--- config.mk ---
export PLATFORM = sky130hd
export DESIGN_NAME = ram_port_arbiter
export DESIGN_NICKNAME = d
export VERILOG_FILES = /design/src/rtl/ram_port_arbiter_pkg.sv /design/src/rtl/rr_arbiter2.sv /design/src/rtl/ram_port_arbiter.sv
export SDC_FILE = /design/constraint.sdc
export NUM_CORES = 1
export LEC_CHECK = 0
export ABC_AREA = 0
export BUFFER_PORTS_ARGS = -buffer_cell sky130_fd_sc_hd__buf_4
export CAP_MARGIN = 15
export CELL_PAD_IN_SITES_DETAIL_PLACEMENT = 1
export CELL_PAD_IN_SITES_GLOBAL_PLACEMENT = 1
export CORE_UTILIZATION = 20
export DETAILED_ROUTE_END_ITERATION = 8
export PLACE_DENSITY = 0.88
export SLEW_MARGIN = 20
export SYNTH_ARGS = -nofsm -noshare
export SYNTH_HDL_FRONTEND = slang
export SYNTH_SLANG_ARGS = --single-unit
--- constraint.sdc ---
create_clock -name clk -period 3.9 [get_ports clk]
set_clock_uncertainty 0.2 [all_clocks]
set_input_delay 0.39 -clock clk [delete_from_list [all_inputs] [get_ports clk]]
set_output_delay 0.39 -clock clk [all_outputs]
set_load 0.05 [all_outputs]
--- src/rtl/ram_port_arbiter_pkg.sv ---
// Shared types for the two-requester RAM port arbiter: operation encoding
// and requester index type.
package ram_port_arbiter_pkg;

    typedef enum logic {
        OP_READ  = 1'b0,
        OP_WRITE = 1'b1
    } ram_op_t;

    localparam int NUM_REQ   = 2;
    localparam int REQ_IDX_W = 1;

    typedef logic [REQ_IDX_W-1:0] req_idx_t;

    function automatic req_idx_t other_req(input req_idx_t idx);
        return ~idx;
    endfunction

endpackage

--- src/rtl/rr_arbiter2.sv ---
// Two-input round-robin grant. The pointer names the requester that wins a
// tie and moves past whoever was granted.
module rr_arbiter2
    import ram_port_arbiter_pkg::*;
(
    input  logic           clk,
    input  logic           rst,
    input  logic [1:0]     elig_i,
    output logic [1:0]     gnt_o,
    output logic           gnt_valid_o,
    output req_idx_t       gnt_idx_o
);

    req_idx_t ptr_q;
    req_idx_t ptr_d;

    always_comb begin
        gnt_valid_o = 1'b0;
        gnt_idx_o   = ptr_q;
        case (elig_i)
            2'b01: begin
                gnt_valid_o = 1'b1;
                gnt_idx_o   = 1'b0;
            end
            2'b10: begin
                gnt_valid_o = 1'b1;
                gnt_idx_o   = 1'b1;
            end
            2'b11: begin
                gnt_valid_o = 1'b1;
                gnt_idx_o   = ptr_q;
            end
            default: begin
                gnt_valid_o = 1'b0;
            end
        endcase
        gnt_o = gnt_valid_o ? (2'b01 << gnt_idx_o) : 2'b00;
        ptr_d = gnt_valid_o ? other_req(gnt_idx_o) : ptr_q;
    end

    always_ff @(posedge clk or negedge rst) begin
        if (!rst) begin
            ptr_q <= '0;
        end else begin
            ptr_q <= ptr_d;
        end
    end

endmodule

--- src/rtl/ram_port_arbiter.sv ---
// Shares the RAM's single read/write port pair between two requesters,
// stalling a read that would race the one-cycle-delayed write commit.
module ram_port_arbiter
    import ram_port_arbiter_pkg::*;
#(
    parameter int WIDTH      = 32,
    parameter int DEPTH      = 16,
    parameter int ADDR_WIDTH = $clog2(DEPTH)
) (
    input  logic                  clk,
    input  logic                  rst,

    input  logic                  req0_valid,
    output logic                  req0_ready,
    input  logic                  req0_we,
    input  logic [ADDR_WIDTH:0]   req0_addr,
    input  logic [WIDTH-1:0]      req0_wdata,
    output logic                  resp0_valid,
    output logic [WIDTH-1:0]      resp0_data,

    input  logic                  req1_valid,
    output logic                  req1_ready,
    input  logic                  req1_we,
    input  logic [ADDR_WIDTH:0]   req1_addr,
    input  logic [WIDTH-1:0]      req1_wdata,
    output logic                  resp1_valid,
    output logic [WIDTH-1:0]      resp1_data,

    output logic                  ram_wen,
    output logic [ADDR_WIDTH:0]   ram_waddr,
    output logic [WIDTH-1:0]      ram_wdata,
    output logic [ADDR_WIDTH:0]   ram_raddr,
    input  logic [WIDTH-1:0]      ram_rdata
);

    ram_op_t             op0;
    ram_op_t             op1;
    logic                hazard0;
    logic                hazard1;
    logic [1:0]          elig;
    logic [1:0]          gnt;
    logic                gnt_valid;
    req_idx_t            gnt_idx;

    ram_op_t             gnt_op;
    logic [ADDR_WIDTH:0] gnt_addr;
    logic [WIDTH-1:0]    gnt_wdata;
    logic                wr_gnt;
    logic                rd_gnt;

    logic                wr_pend_q,      wr_pend_d;
    logic [ADDR_WIDTH:0] wr_pend_addr_q, wr_pend_addr_d;
    logic                rd_inflight_q,  rd_inflight_d;
    req_idx_t            rd_owner_q,     rd_owner_d;
    logic [ADDR_WIDTH:0] raddr_q,        raddr_d;

    assign op0 = ram_op_t'(req0_we);
    assign op1 = ram_op_t'(req1_we);

    // A read of the address written last cycle would see stale RAM contents.
    assign hazard0 = (op0 == OP_READ) && wr_pend_q && (req0_addr == wr_pend_addr_q);
    assign hazard1 = (op1 == OP_READ) && wr_pend_q && (req1_addr == wr_pend_addr_q);

    assign elig = {req1_valid & ~hazard1, req0_valid & ~hazard0};

    rr_arbiter2 u_rr (
        .clk         (clk),
        .rst         (rst),
        .elig_i      (elig),
        .gnt_o       (gnt),
        .gnt_valid_o (gnt_valid),
        .gnt_idx_o   (gnt_idx)
    );

    always_comb begin
        gnt_op    = op0;
        gnt_addr  = req0_addr;
        gnt_wdata = req0_wdata;
        if (gnt_idx == 1'b1) begin
            gnt_op    = op1;
            gnt_addr  = req1_addr;
            gnt_wdata = req1_wdata;
        end
        wr_gnt = gnt_valid && (gnt_op == OP_WRITE);
        rd_gnt = gnt_valid && (gnt_op == OP_READ);
    end

    always_comb begin
        wr_pend_d      = wr_gnt;
        wr_pend_addr_d = wr_gnt ? gnt_addr : wr_pend_addr_q;
        rd_inflight_d  = rd_gnt;
        rd_owner_d     = rd_gnt ? gnt_idx : rd_owner_q;
        raddr_d        = rd_gnt ? gnt_addr : raddr_q;
    end

    always_ff @(posedge clk or negedge rst) begin
        if (!rst) begin
            wr_pend_q      <= 1'b0;
            wr_pend_addr_q <= '0;
            rd_inflight_q  <= 1'b0;
            rd_owner_q     <= '0;
            raddr_q        <= '0;
        end else begin
            wr_pend_q      <= wr_pend_d;
            wr_pend_addr_q <= wr_pend_addr_d;
            rd_inflight_q  <= rd_inflight_d;
            rd_owner_q     <= rd_owner_d;
            raddr_q        <= raddr_d;
        end
    end

    // Grant-derived outputs are combinational, so force them low during reset.
    always_comb begin
        req0_ready  = rst & gnt[0];
        req1_ready  = rst & gnt[1];
        ram_wen     = rst & wr_gnt;
        ram_waddr   = ram_wen ? gnt_addr  : '0;
        ram_wdata   = ram_wen ? gnt_wdata : '0;
        ram_raddr   = rst ? raddr_d : '0;
        resp0_valid = rst & rd_inflight_q & (rd_owner_q == 1'b0);
        resp1_valid = rst & rd_inflight_q & (rd_owner_q == 1'b1);
        resp0_data  = resp0_valid ? ram_rdata : '0;
        resp1_data  = resp1_valid ? ram_rdata : '0;
    end

endmodule

==> impl_metrics.tcl, run 1 <==
set metrics [dict create \
    tns_ps 0 \
    clock_sinks 14 \
    switching_share_pct 53.1 \
    synth_top_cells_by_area "and2_1, dfrtp_1, nand2_1" \
    portBuffers 222 \
    die_y_um 99.7 \
    cts_buffers 3 \
    finalSetupViolations 0 \
    p_clk_share_pct 11.9 \
    grt_use_met1_pct 18.6 \
    grt_usage_pct 17.3 \
    synth_simple_gate_area_share_pct 42.5 \
    ff2ff_setup_slack_ps 1100 \
    via_per_inst 4.35 \
    cts_tree "yes" \
    hold_viol_final 0 \
    leakage_nw 2.00 \
    grt_pass1_vias 2771 \
    powerDensity_nw_per_um2 334 \
    p_comb_share_pct 70.9 \
    power.internal_w 0.000591 \
    synth_fa_ha_area_share_pct 1.97 \
    grt_busiest_layer "met2" \
    yosysTopAreaCell "and2_1" \
    rows 35 \
    postPlaceCellArea_um2 3700 \
    holdWs_ps 258 \
    n_fill_cell 1205 \
    grt_use_met2_pct 35.2 \
    maxSlewHeadroom_pct 40.6 \
    ys_ff_latch 14 \
    grt_max_degree 35 \
    slew_viol_final 0 \
    vias 2696 \
    synth_edf_count 0 \
    ys_seq_area_share_pct 18.3 \
    drive_above_1_share_pct 52.5 \
    finalWirelength_um 9290 \
    core-area_um2 9240 \
    seqCellArea_um2 350 \
    status "complete, no violations" \
    required_ps 3310 \
    arrival_ps 3070 \
    grt_pass1_wl_um 13900 \
    die_x_um 99.7 \
    ant_nets 0 \
    fin_crit_sh_pct 93.8 \
    fin_area_um2 3770 \
    cp-start-kind "flop" \
    worstSetupEndpointType "primary output" \
    clockBufferDepth 2 \
    worstPathMaxFanout 34 \
    multi_input_area_um2 1460 \
    syn_inst 278 \
    synth_top_family_by_area "simple AND/OR/NAND/NOR gates" \
    worstMarginPinSlew_ps 891 \
    synthXorXnorAreaFrac_pct 3.21 \
    drc 0 \
    wl_per_cell_um 15.0 \
    synth_nets 393 \
    p_sw_w 0.000669 \
    yosys.cell_count.top_type "nand2_1" \
    first_pass_iters 4 \
    antennaDiodeCount 0 \
    clkLatencyLatePin_ps 260 \
    synth_ff_type "dfrtp_1" \
    cts_setup_buffers 0 \
    gp_congestion 0.787 \
    worstSetupPathType "flop to primary output" \
    fmax_mhz 273 \
    nets 607 \
    worst_hold_path_type "primary input to flop" \
    num_io_pins 223 \
    use_met3_pct 1.83 \
    synth_area_um2 1910 \
    synthToLayoutAreaGrowth_pct 97.5 \
    synth_common_cells "nand2_1, and2_1, a21oi_2, a21oi_1, dfrtp_1" \
    ys_warn_count 0 \
    irDropWorstVdd_mv 0.222 \
    fin_crit_ps 3660 \
    die-area_um2 9940 \
    muxShareOfSynthArea_pct 7.14 \
    initial_core_util_pct 20.7 \
    grt_overflow 0 \
    max_cap_violations 0 \
    synth_top_area_share_pct 21.3 \
    seqPwrFrac_pct 17.2 \
    rsz0062_at_grt "no" \
    clkSlewWorstSetupHoldPaths_ps 60 \
    antenna_found_initial 0 \
    root_buffer "clkbuf_8" \
    hpwl_um 7670 \
    synth_compound_area_share_pct 20.7 \
    synth_cell_types 33 \
    htreeDepth 1 \
    async_flop_share_pct 100 \
    drt_iter0_drc 45 \
    synth.avg_cell_area_um2 6.87 \
]
-- state kept, by name, indices dropped and copies added (netlist names) --
signal          flops
raddr_q             5
rd_inflight_q       1
rd_owner_q          1
u_rr.ptr_q          1
wr_pend_addr_q      5
wr_pend_q           1
-- metrics by stage --
| step | power (W) | worst slack [ps] | instances | utilization, % |
|---|---|---|---|---|
| floorplan | 0.000805 | 67.0 | 278 | - |
| CTS | 0.00127 | 64.8 | 620 | 40.7 |
| finish | 0.00126 | 240 | 620 | 40.8 |
| global placement | 0.00109 | 425 | 615 | 40.0 |
| global route | 0.00133 | 27.9 | 620 | 40.8 |
| detailed placement | 0.00111 | 282 | 615 | 40.0 |
-- cells by family after synthesis --
family	after synthesis
buffers and inverters	24
flip-flops	14
AO/OA/AOI/OAI	56
XOR/XNOR	7
adder cells (fa/ha/maj)	3
AND/OR/NAND/NOR	162
multiplexers	12
-- cells in the final DEF, fill, tap and decap left out, types with 3 or more instances in the layout --
cell type  count
nor2_1        11
a21oi_1       18
nand2_1       72
xnor2_1        7
mux2i_1        6
buf_4        226
o21a_1         3
inv_1          5
o211a_1        3
nand2b_1       7
clkbuf_8       4
ha_1           3
mux2_2         3
and2_1        65
o21ai_1        3
dfrtp_1       14
o21ai_0        3
a21oi_2       20
-- what timing repair did --
item / in CTS / in global routing
endpoints found under the setup margin: 0 / 38
gates resized for setup: 0 / 2
endpoints found under the hold margin: 14 / 0
hold buffers: 1 / 0
-- worst paths after layout --
kind	end	depth (start not counted)	from
worst max-delay path	ram_wdata[0]	11	wr_pend_addr_q[0]$_DFFE_PN0P_
worst min-delay path	rd_owner_q$_DFFE_PN0N_	3	req0_we
worst max register to register	wr_pend_addr_q[1]$_DFFE_PN0P_	9	wr_pend_addr_q[0]$_DFFE_PN0P_
worst min register to register	raddr_q[0]$_DFF_PN0_	2	raddr_q[0]$_DFF_PN0_
max in group asynchronous	rd_inflight_q$_DFF_PN0_	2	rst
min in group asynchronous	raddr_q[2]$_DFF_PN0_	2	rst
-- final cells by class --
cell class              instances  share of cell area, %
inverters                       5                  0.498
flip-flops and latches         14                   9.29
clock buffers                   4                   1.46
multi-input cells             240                   38.7
repair buffers                228                   45.8
well taps                     129                   4.28
-- layer usage --
metal | vias to the layer above | wire length (µm)
met1 | 1296 | 3480
met3 | 11 | 333
met5 | - | 0
li1 | 1327 | -
met2 | 62 | 5360
met4 | 0 | 116
-- power by group through the flow --
stage	clock, W	combinational [W]	sequential (W)
after floorplan	0	0.000596	0.000209
after global placement	0	0.000873	0.000213
after detailed placement	0	0.000895	0.000218
after CTS	0.000151	0.000899	0.000215
after global routing	0.000156	0.000949	0.000221
final	0.000150	0.000893	0.000217
-- worst max-delay path, cell delays in order, from the launching register on --
cell and delay [ps]:
dfrtp_1 360, inv_1 80, a22oi_1 180, nand4b_1 140
o31ai_1 250, ha_1 340, mux2i_4 380, mux2_4 260
nand3_2 160, buf_12 230, a21oi_1 180, buf_4 230
Note: power is estimated with default switching activity, not from simulation.
==> run 2: changes to the inputs <==
GPL_TIMING_DRIVEN = 0   (was not set)
==> run 2 against run 1 <==
Compared with the run above:
- sequential share of layout area decreased by 0.12 points
- critical endpoint is now ram_wdata[25]
- register-to-register slack got worse by 90 ps
- via count increased by 2.3%
- first-iteration DRC count increased by 22%
- sequential power about the same
- global-route usage increased by 0.55 points
- die area unchanged
- critical path type unchanged
- worst setup slack got worse by 23 ps
- flip-flop and latch count unchanged
==> impl_metrics.tcl, run 2 (same netlist as run 1, synthesis figures left out) <==
set metrics [dict create \
    worst_hold_path_type "primary input to flop" \
    maxSlewHeadroom_pct 70.9 \
    grt_overflow 0 \
    finalSetupViolations 0 \
    htreeDepth 1 \
    ff2ff_setup_slack_ps 1010 \
    arrival_ps 3090 \
    core-area_um2 9240 \
    fmax_mhz 272 \
    cts_buffers 3 \
    root_buffer "clkbuf_8" \
    cts_setup_buffers 0 \
    finalWirelength_um 9360 \
    die_y_um 99.7 \
    grt_pass1_vias 2855 \
    die_x_um 99.7 \
    final_cell_mix "buf_4, nand2_1, and2_1, a21oi_2, a21oi_1" \
    n_fill_cell 1209 \
    cp-start-kind "flop" \
    clkSlewWorstSetupHoldPaths_ps 60 \
    hpwl_um 8120 \
    vias 2758 \
    clkLatencyLatePin_ps 250 \
    antenna_found_initial 0 \
    worstSetupPathType "flop to primary output" \
    drt_iter0_drc 55 \
    crit_top_cell "buf_6" \
    design_power_total_w 0.00124 \
    first_pass_iters 4 \
    clock_sinks 14 \
    via_per_inst 4.36 \
    die-area_um2 9940 \
    ant_nets 0 \
    drive_above_1_share_pct 52.2 \
    rows 35 \
    powerDensity_nw_per_um2 325 \
    num_io_pins 223 \
    fin_crit_sh_pct 94.4 \
    synthToLayoutAreaGrowth_pct 100 \
    worstPathMaxFanout 10 \
    drc 0 \
    grt_max_degree 16 \
    clockBufferDepth 2 \
    hold_viol_final 0 \
    cts_tree "yes" \
    wl_per_cell_um 14.8 \
    grt_pass1_wl_um 14200 \
    cp_slowest_cell "dfrtp_1" \
    nets 621 \
    reg.largest.list "raddr_q: 5 flops, wr_pend_addr_q: 5 flops" \
    critPathMaxStageDelay_ps 410 \
    portBuffers 222 \
    final_common_cell "buf_4" \
    initial_core_util_pct 20.7 \
    status "complete, no violations" \
    worstMarginPinSlew_ps 428 \
    fin_area_um2 3820 \
    max_cap_violations 0 \
    gp_congestion 0.841 \
    rsz0062_at_grt "no" \
    grt_usage_pct 17.8 \
    tns_ps 0 \
    antennaDiodeCount 0 \
    fin_crit_ps 3680 \
    slew_viol_final 0 \
    worstSetupEndpointType "primary output" \
    leakage_nw 2.01 \
    irDropWorstVdd_mv 0.249 \
    postPlaceCellArea_um2 3740 \
    crit_chain "xnor2_1 > nand4_1 > o21ai_1 > ha_1 > mux2i_4 > mux2_4 > nand3_2 > buf_6 > buf_6 > a21oi_2 > buf_4" \
    required_ps 3310 \
]
## run 2: cell count changes in the layout (fill, tap and decap cells not counted), sizes merged
cell,delta
buf,+1
clkbuf,+12
## run 2: critical path, delay by kind of cell (launching register included)
family                   cells  cell delay [ps]
buffers and inverters        3              520
XOR/XNOR                     1              220
flip-flops                   1              410
multiplexers                 2              790
AO/OA/AOI/OAI                2              320
adder cells (fa/ha/maj)      1              320
AND/OR/NAND/NOR              2              250
## run 2: final timing paths
check | from | end | cells after the start
setup reg to reg | wr_pend_addr_q[2]$_DFFE_PN0P_ | wr_pend_addr_q[2]$_DFFE_PN0P_ | 9
hold / removal | req0_we | rd_owner_q$_DFFE_PN0N_ | 3
min in group asynchronous | rst | raddr_q[4]$_DFF_PN0_ | 2
setup / recovery | wr_pend_addr_q[2]$_DFFE_PN0P_ | ram_wdata[25] | 11
hold reg to reg | raddr_q[4]$_DFF_PN0_ | raddr_q[4]$_DFF_PN0_ | 2
max in group asynchronous | rst | rd_owner_q$_DFFE_PN0N_ | 2
## run 2: per-layer routing
| metal | track usage (%) | vias to the layer above | wire [µm] |
|---|---|---|---|
| met4 | 4.52 | 0 | 135 |
| met3 | 1.83 | 11 | 275 |
| met5 | 0 | - | 0 |
| met1 | 20.5 | 1334 | 3660 |
| met2 | 34.6 | 62 | 5290 |
| li1 | - | 1351 | - |
## run 2: timing repair
action	4_1_cts	5_1_grt
hold endpoints to repair	14	0
cloned	0	0
gates resized for setup	4	7
endpoints found under the setup margin	32	37
hold buffers	1	0
## run 2: layout make-up
type	count	area (µm²)	area share [%]
plain buffers	19	103	2.68
multi-input cells	240	1470	38.5
clock buffers	3	41.3	1.08
well taps	129	161	4.22
repair buffers	223	1680	43.9
flip-flops and latches	14	350	9.17
inverters	5	18.8	0.491
## run 2: power by group
group	total [W]	leakage [nW]	internal, W	switching [W]
Sequential	0.000215	0.163	0.000185	0.0000306
Clock	0.000121	0.0216	0.0000685	0.0000525
Combinational	0.000906	1.83	0.000325	0.000581
## run 2: per-stage QoR
stage                     cells  hold slack [ps]  worst slack, ps  util [%]
after floorplan             278             -106             67.0         -
after global placement      629             56.0              167      40.4
after CTS                   633              217             38.5      41.3
final                       633              226              218      41.4
after detailed placement    629             54.2             29.8      40.4
after global routing        633              243             18.3      41.4
==> run 3: changes to the inputs <==
CTS_BUF_LIST = sky130_fd_sc_hd__clkbuf_16   (was not set)
RECOVER_POWER = 100   (was not set)
==> run 3 against run 2 <==
Compared with the run above:
- cell area down 6.3%
- critical endpoint is now ram_wdata[18]
- non-clock buffer count unchanged
- clock power rose by 55%
- critical path depth unchanged
- count of clock-buffer cells in the layout is the same
==> impl_metrics.tcl, run 3 (same netlist as run 1, synthesis figures left out) <==
set metrics [dict create \
    tns_ps 0 \
    worstPathMaxFanout 10 \
    setup.worst_path.end "ram_wdata[18]" \
    rsz0062_at_grt "no" \
    p_comb_share_pct 67.9 \
    die_y_um 99.7 \
    irDropWorstVdd_mv 0.286 \
    powerDensity_nw_per_um2 352 \
    arrival_ps 3100 \
    via_per_inst 4.37 \
    ant_nets 0 \
    rows 35 \
    worstSetupEndpointType "primary output" \
    worstMarginPinSlew_ps 641 \
    antenna_found_initial 0 \
    initial_core_util_pct 20.7 \
    fmax_mhz 271 \
    worstSetupPathType "flop to primary output" \
    clock_sinks 14 \
    finalSetupViolations 0 \
    max_cap_violations 0 \
    ff2ff_setup_slack_ps 930 \
    slew_viol_final 0 \
    grt_pass1_vias 2892 \
    drive_above_1_share_pct 39.9 \
    holdWs_ps 239 \
    cts_tree "yes" \
    final_cell_mix "buf_4, nand2_1, clkbuf_1, and2_1, clkbuf_4" \
    clkSlewWorstSetupHoldPaths_ps 40 \
    die-area_um2 9940 \
    drc 0 \
    rr_worst_depth 9 \
    p_sw_w 0.000667 \
    startpoint "wr_pend_addr_q[2]$_DFFE_PN0P_" \
    reg.largest.list "raddr_q: 5 flops, wr_pend_addr_q: 5 flops" \
    core-area_um2 9240 \
    switching_share_pct 52.9 \
    grt_max_degree 16 \
    cts_buffers 3 \
    num_io_pins 223 \
    hpwl_um 8120 \
    vias 2767 \
    final_common_cell "buf_4" \
    fin_crit_sh_pct 94.5 \
    wl_per_cell_um 15.0 \
    grt_overflow 0 \
    clkLatencyLatePin_ps 240 \
    reg2reg_from "wr_pend_addr_q[2]$_DFFE_PN0P_" \
    status "complete, no violations" \
    required_ps 3310 \
    seqCellArea_um2 350 \
    leakage_nw 1.75 \
    grt_usage_pct 17.8 \
    hold_viol_final 0 \
    n_fill_cell 1258 \
    die_x_um 99.7 \
    worst_hold_path_type "primary input to flop" \
    htreeDepth 1 \
    synthToLayoutAreaGrowth_pct 87.5 \
    finalWirelength_um 9470 \
    antennaDiodeCount 0 \
    design_power_total_w 0.00126 \
    first_pass_iters 4 \
    gp_congestion 0.841 \
    nets 621 \
    seqPwrFrac_pct 17.2 \
    grt_pass1_wl_um 14300 \
    p_clk_share_pct 14.9 \
    cp-start-kind "flop" \
    multi_input_area_um2 1470 \
    portBuffers 222 \
    cts_setup_buffers 0 \
    drt_iter0_drc 56 \
    r2r_end "wr_pend_addr_q[4]$_DFFE_PN0P_" \
    fin_crit_ps 3690 \
    maxSlewHeadroom_pct 57.4 \
    clockBufferDepth 2 \
    root_buffer "clkbuf_16" \
    power.internal_w 0.000594 \
]
## run 3: changes by cell type in the layout (fill, tap and decap cells not counted), sizes merged
cell,delta
buf,-94
clkbuf,+94
## run 3: critical path: stages (launching register included)
cell and delay (ps):
dfrtp_1 410, xnor2_1 230, nand4_1 150, o21ai_1 270
ha_1 320, mux2i_4 410, mux2_4 380, nand3_2 100
buf_6 150, buf_6 180, a21oi_2 40, clkbuf_4 210
## run 3: power by group through the flow
stage | registers, W | logic, W | clock network [W]
3_5_place_dp | 0.000217 | 0.000902 | 0
3_3_place_gp | 0.000212 | 0.000880 | 0
2_1_floorplan | 0.000209 | 0.000596 | 0
4_1_cts | 0.000216 | 0.000917 | 0.000192
6_report | 0.000217 | 0.000857 | 0.000188
5_1_grt | 0.000220 | 0.000917 | 0.000195
## run 3: how the worst min path moves through the flow
stage	from	endpoint	cells past startpoint
after floorplan	rst	raddr_q[0]$_DFF_PN0_	0
after CTS	req0_we	rd_owner_q$_DFFE_PN0N_	3
final	req0_we	rd_owner_q$_DFFE_PN0N_	3
after detailed placement	rst	raddr_q[0]$_DFF_PN0_	1
after global placement	rst	raddr_q[0]$_DFF_PN0_	1
after global routing	req0_we	rd_owner_q$_DFFE_PN0N_	3
## run 3: layer usage
metal  up-vias  part of all wire (%)  GRT usage (%)
met5         -                     0              0
met4         0                   1.2           3.51
met3        12                   3.0           1.41
met2        61                    56           35.3
met1      1344                    39           20.5
li1       1350                     -              -
## run 3: area by class of cell
type	instances	area share, %
flip-flops and latches	14	9.78
multi-input cells	240	41.1
well taps	129	4.51
inverters	5	0.524
repair buffers	223	39.3
clock buffers	3	2.10
plain buffers	19	2.73
## run 3: what timing repair did
action                                 in CTS  in global routing
resized for setup                           4                  5
setup endpoints to repair                  12                 33
hold buffers                                1                  0
endpoints found under the hold margin      14                  0
## run 3: through the flow
| stage | utilization [%] | worst slack, ps | std cells | cell area (µm²) |
|---|---|---|---|---|
| 2_1_floorplan | - | 67.0 | 278 | 1910 |
| 5_1_grt | 38.8 | 20.0 | 633 | 3580 |
| 3_5_place_dp | 40.4 | 29.8 | 629 | 3740 |
| 6_report | 38.8 | 214 | 633 | 3580 |
| 3_3_place_gp | 40.4 | 167 | 629 | 3740 |
| 4_1_cts | 41.7 | 58.6 | 633 | 3850 |
